## src/rtl/imem_load_arb.sv

```systemverilog
// imem_load_arb: shares a single-port synchronous instruction RAM between CPU fetch and a program loader.
// Optional feature: define IMEM_LOAD_CSUM_EN to add ld_csum, a running XOR of loaded words.
module imem_load_arb #(
  parameter int                ADDR_W   = 6,
  parameter int                DATA_W   = 32,
  parameter logic [DATA_W-1:0] NOP_WORD = 32'hE1A00000
) (
  input  logic              clk,
  input  logic              reset_n,
  input  logic              fetch_req,
  input  logic [31:0]       fetch_addr,
  output logic              fetch_rvalid,
  output logic [DATA_W-1:0] fetch_rdata,
  output logic              fetch_err,
  output logic              cpu_stall,
  input  logic              ld_valid,
  output logic              ld_ready,
  input  logic [ADDR_W-1:0] ld_addr,
  input  logic [DATA_W-1:0] ld_data,
  input  logic              ld_done,
  input  logic              ld_start,
  output logic [ADDR_W:0]   ld_count,
  output logic              mem_en,
  output logic              mem_we,
  output logic [ADDR_W-1:0] mem_addr,
  output logic [DATA_W-1:0] mem_wdata,
  input  logic [DATA_W-1:0] mem_rdata
`ifdef IMEM_LOAD_CSUM_EN
  ,
  output logic [DATA_W-1:0] ld_csum
`endif
);

  localparam logic [ADDR_W:0] DEPTH = {1'b1, {ADDR_W{1'b0}}};

  typedef enum logic [1:0] {S_LOAD, S_RUN, S_DRAIN} state_t;

  state_t            state_q, state_d;
  logic              rvalid_q, err_q;
  logic [ADDR_W:0]   cnt_q, cnt_d;
  logic              grant, fetch_in_range, xfer, enter_load;
  logic [ADDR_W-1:0] fetch_idx;
  logic              unused_addr_bits;

  // Byte offset bits are don't-care: fetches are always word aligned.
  assign unused_addr_bits = ^fetch_addr[1:0];
  assign fetch_in_range   = (fetch_addr[31:ADDR_W+2] == '0);
  assign fetch_idx        = fetch_addr[ADDR_W+1:2];

  always_comb begin
    state_d   = state_q;
    grant     = 1'b0;
    ld_ready  = 1'b0;
    cpu_stall = 1'b1;
    mem_en    = 1'b0;
    mem_we    = 1'b0;
    mem_addr  = ld_addr;
    mem_wdata = ld_data;
    if (reset_n) begin
      case (state_q)
        S_LOAD: begin
          ld_ready = 1'b1;
          if (ld_done && !ld_start) state_d = S_RUN;
        end
        S_RUN: begin
          grant     = fetch_req;
          cpu_stall = !fetch_req;
          ld_ready  = !fetch_req;
          // A fetch granted in the ld_start cycle still owes its response.
          if (ld_start) state_d = grant ? S_DRAIN : S_LOAD;
        end
        S_DRAIN: state_d = S_LOAD;
        default: state_d = S_LOAD;
      endcase
      if (grant && fetch_in_range) begin
        mem_en   = 1'b1;
        mem_addr = fetch_idx;
      end else if (ld_valid && ld_ready) begin
        mem_en = 1'b1;
        mem_we = 1'b1;
      end
    end
  end

  assign xfer       = ld_valid && ld_ready;
  assign enter_load = (state_q != S_LOAD) && (state_d == S_LOAD);

  always_comb begin
    cnt_d = cnt_q;
    if (enter_load)                  cnt_d = '0;
    else if (xfer && cnt_q != DEPTH) cnt_d = cnt_q + 1'b1;
  end

  always_ff @(posedge clk) begin
    if (!reset_n) begin
      state_q  <= S_LOAD;
      rvalid_q <= 1'b0;
      err_q    <= 1'b0;
      cnt_q    <= '0;
    end else begin
      state_q  <= state_d;
      rvalid_q <= grant;
      err_q    <= grant && !fetch_in_range;
      cnt_q    <= cnt_d;
    end
  end

  assign fetch_rvalid = rvalid_q;
  assign fetch_err    = err_q;
  assign fetch_rdata  = !rvalid_q ? '0 : (err_q ? NOP_WORD : mem_rdata);
  assign ld_count     = cnt_q;

`ifdef IMEM_LOAD_CSUM_EN
  logic [DATA_W-1:0] csum_q, csum_d;

  always_comb begin
    csum_d = csum_q;
    if (enter_load) csum_d = '0;
    else if (xfer)  csum_d = csum_q ^ ld_data;
  end

  always_ff @(posedge clk) begin
    if (!reset_n) csum_q <= '0;
    else          csum_q <= csum_d;
  end

  assign ld_csum = csum_q;
`endif

endmodule

```

## config.mk

```make
export PLATFORM = sky130hd
export DESIGN_NAME = imem_load_arb
export DESIGN_NICKNAME = d
export VERILOG_FILES = /design/src/rtl/imem_load_arb.sv
export SDC_FILE = /design/constraint.sdc
export NUM_CORES = 1
export LEC_CHECK = 0
export BUFFER_PORTS_ARGS = -buffer_cell sky130_fd_sc_hd__buf_4
export CORE_ASPECT_RATIO = 1.2
export CORE_MARGIN = 10
export CORE_UTILIZATION = 27
export CTS_CLUSTER_SIZE = 12
export DETAILED_ROUTE_END_ITERATION = 16
export PLACE_DENSITY_LB_ADDON = 0.1
export REMOVE_ABC_BUFFERS = 1
export SETUP_SLACK_MARGIN = 0.3
export SYNTH_ARGS = -nofsm -noshare
export SYNTH_HDL_FRONTEND = slang
export SYNTH_SLANG_ARGS = --single-unit
```

## constraint.sdc

```tcl
create_clock -name clk -period 2 [get_ports clk]
set_input_delay 0.3 -clock clk [delete_from_list [all_inputs] [get_ports clk]]
set_output_delay 0.3 -clock clk [all_outputs]
set_load 0.02 [all_outputs]
```

Yosys cells after proc, flatten, opt, wreduce, memory -nomap -nowiden
Index checks and enable logic that the tools add are counted.

Output and inout bits: 83. Input bits: 108. ROM bits: 0. Memories: 0. Register bits after elaboration: 11. RAM bits: 0. Latch bits: 0.

Equal/unequal tests: 2. Multipliers: 0. Magnitude comparators: 0. Add/sub/neg operators: 1. Multiplexer cells: 22. Bitwise logic cells: 1. Shift operators: 0. Div/mod/pow operators: 0. Reductions and logical operators: 15.

Operators with widths (count): $mux 32 (2); $logic_not 24->1 (1); $mux 1 (12); $mux 6 (2); $mux 2 (4); $add 7x1->7 const B (1); $logic_and 1x1->1 (7); $ne 7x7->1 const B (1); $logic_not 2->1 (2); $pmux 2 s2 (1); $logic_not 1->1 (3); $eq 2x1->1 const B (1); $pmux 1 s2 (1); $reduce_bool 2->1 (1); $reduce_or 2->1 (1); $not 1->1 (1).

Logic depth before layout (Yosys ltp)
Depth after elaboration: 8. Gate-level depth with buffers: 6. Gate-level depth less buffers: 6.

Worst setup path before layout
OpenSTA, ideal clock, no wires.

Kind: input-to-output. From: input fetch_addr[20]. To: output mem_addr[0]. Slack: 0.210 ns. Required time: 1.700 ns. Arrival time: 1.490 ns. Cell stages on the path: 4. Cells stage by stage: nor4_1 nand4_1 nor3_4 mux2_2.

Longest elaborated chain between the ends: 4.

RTL lines: start, declared (line 11) `input logic [31:0] fetch_addr,`; $logic_not 24->1 (line 47) `assign fetch_in_range = (fetch_addr[31:ADDR_W+2] == '0);`; $logic_and 1x1->1 (line 75) `if (grant && fetch_in_range) begin`; $mux 6 (line 75); $mux 6 (line 59) `if (reset_n) begin`; end, declared (line 25) `output logic [ADDR_W-1:0] mem_addr,`.

Every way passes these cells.

Final worst setup path
From: register state_q[1]. To: output mem_addr[3].

Longest elaborated chain between the ends: 6.

RTL lines: start, declared (line 38) `state_t state_q, state_d;`; start signal, assigned (line 101) `state_q <= state_d;`; $eq 2x1->1 (line 60) `case (state_q)`; $mux 1 (line 60); $mux 1 (line 59); $logic_and 1x1->1 (line 75); $mux 6 (line 75); $mux 6 (line 59).

Every way passes these cells. The select of a mux whose other input is x is not followed.

==> run summary <==
gpl congestion -> 0.8701
row count -> 25
number of antenna violations at the first check in global routing -> 0
r2r worst-path depth -> 6
Core Box Area -> 3973 um^2
power share of the combinational group -> 0.347
Synth cell types -> 25
Post-Synth Adder-Cell Area -> 0.02250
Crit Path Max Fanout -> 7
diodes inserted -> 0
Syn Area/Cell -> 7.619 um^2
CTS tree -> done
CP Cell Sequence -> nand2b_4, nor2_4, inv_2, nor3_4, buf_6, mux2_4, buf_6
Setup crit end kind -> output pin
area of the die -> 7097 um^2
clk buf depth -> 2
total wire length -> 7.422 mm
Crit Path Category -> flop to output pin
largest net degree at the start of global routing -> 27
Critical Path RT -> 1.70 ns
f_max -> 518.9 MHz
vias per cell -> 4.585
nets -> 356
post-DP HPWL -> 6.717 mm
Clock transition at path regs -> 0.05 ns
final setup fails -> 0
Seq pwr share -> 0.330
worst-skew pair later-pin latency -> 0.24 ns
RSZ-0062 raised after global routing -> true
Synth async-reset ratio -> 0
largest family of logic cells by synthesized area -> simple AND/OR/NAND/NOR gates
Post-Syn Instances -> 146
maximum vdd drop -> 423.6 uV
Initial DRC Count -> 13
period utilization -> 0.9636
status -> finished, final reports clean
vias -> 1371
Non-Filler Instances -> 299
EDFF count, synth -> 0
clock network fraction of total power -> 0.324
# hold bufs at CTS -> 0
Synth Cell Area -> 1112 um^2
Die Width -> 78.59 um
Post-Synth Simple-Gate Area -> 0.3768
Placed Cells -> 291
Lkg Pwr -> 1.047 nW
Critical Path Stages -> 7
die span in y -> 90.31 um
layout cells sized above 1 -> 0.6367
first-pass GRT wire length -> 9.708 mm
Ys Warns -> 0
post-route cell area -> 2103 um^2
class of the worst hold path -> primary input to flop
Synth Area in Compound Gates -> 0.06749
CP most frequent cell -> buf_6
First-pass DRT Iterations -> 4
Rel. slew slack -> 0.7763
XOR/XNOR share of the synthesized area -> 0.03150
hold depth -> 2
maxcap violations -> 0
Top Family by Delay on Critical Path -> simple AND/OR/NAND/NOR gates
H-tree depth -> 1
placed inst area -> 1874 um^2
Port Buffers -> 124
Sw Ratio -> 0.2595
final hold vios -> 0
number of CTS-inserted buffers -> 3
top sig layer -> met5
sequential share of the synthesized area -> 0.1980
Slew Limit Fails -> 0
clk_skew -> 0.004004 ns
Final min period -> 1.927 ns
Arr. time, crit path -> 1.63 ns
commonest non-fill, non-tap cell in the layout -> buf_4
global route overflow -> 0
minimum hold slack -> 0.2342 ns
Initial Util -> 0.2800
I/O pin count -> 191
commonest cells after routing, fill and taps aside -> buf_4, and2_1, buf_6
met2 wire length -> 3.935 mm
ys flop type -> dfxtp_1
internal power -> 0.5157 mW
mux cell area share after synthesis -> 0.06074
drt drc -> 0
crit path buf inv count -> 3
Area Growth Syn to Fin -> 89.09%
Wirelength per Cell -> 24.82 um
CTS root buf -> clkbuf_8
Net Sw Power -> 0.1807 mW
Slew @ Worst Pin -> 0.3324 ns
synthesized flop and latch total -> 11
crit path launch type -> flop
met1 wire length -> 1.759 mm
overall routing resource usage -> 0.1918
met3 wire len -> 1.550 mm
slowest stage cell, crit path -> dfxtp_2
Antenna Violating Nets Remaining -> 0
power per cell area -> 331.1 nW/um^2
slowest stage delay, CP -> 0.31 ns
total power -> 0.6964 mW
clock sink total -> 11
fin util -> 0.5294
vias in the first global route -> 1389
flip-flops by register name (all words and copies together) (netlist names):
signal / cells
state_q: 2
fetch_err: 1
fetch_rvalid: 1
ld_count: 7
final timing paths:
| check | start | end | slack [ns] |
|---|---|---|---|
| setup / recovery | state_q[1] | mem_addr[3] | 0.07 |
| setup reg to reg | ld_count[0] | ld_count[2] | 0.45 |
| hold / removal | ld_start | state_q[0] | 0.23 |
| hold reg to reg | state_q[0] | fetch_rvalid | 0.50 |
power by group through the flow:
stage | Sequential [mW] | Clock [mW] | Combinational [mW]
after floorplan | 0.235 | 0 | 0.0588
after global placement | 0.233 | 0 | 0.210
after detailed placement | 0.233 | 0 | 0.212
after CTS | 0.229 | 0.230 | 0.240
after global routing | 0.231 | 0.241 | 0.261
final | 0.230 | 0.225 | 0.241
cells by family (layout without fill, tap and decap cells):
logic type	after synthesis	after routing
muxes	6	6
and+or+nand+nor	71	71
buffers and inverters	40	139
adders and majority gates	2	2
xor gates and xnor gates	4	4
AOI/OAI and AO/OA	12	12
DFF	11	11
repair_timing:
item,CTS,global route
buffers inserted,2,2
setup endpoints to repair,8,9
endpoints found under the hold margin,0,0
gates cloned,0,0
pin swaps,7,5
gates resized for setup,33,5
synth_stat cells (all sizes together), types with 3 or more instances:
cell    count  area (um^2)
a21oi       3        15.01
nand4       3        18.77
nor4        8        50.05
buf        32        240.2
o21ai       3        15.01
nand2       5        18.77
o21a        6        45.04
nand3       4        20.02
mux2        6        67.56
xnor2       4        35.03
nor2b       3        18.77
nor3        4        31.28
clkbuf      3        11.26
inv         5        18.77
dfxtp      11        220.2
nor2       10        37.54
and2       27        168.9
layout make-up:
cell class                 count  area, um^2
clock buffer                   4       45.04
fill                         392        1869
inverter                       5       18.77
multi-input combinational     95       720.7
sequential                    11       226.5
tap                           54       67.56
timing repair buffer         130        1025
routing by layer:
layer  track usage  up-vias
li1              -      651
met4       0.04491        2
met1        0.1246      569
met3        0.1902        8
met2        0.3530      141
met5       0.06154        -
stage by stage:
step / setup slack [ns] / TNS (ns)
4_1_cts: 0.07157 / 0
5_1_grt: 0.01371 / 0
3_3_place_gp: -0.1757 / -1.026
6_report: 0.07281 / 0
2_1_floorplan: 0.2002 / 0
3_5_place_dp: -0.1644 / -0.9724
Power figures use the tool's default switching activity.
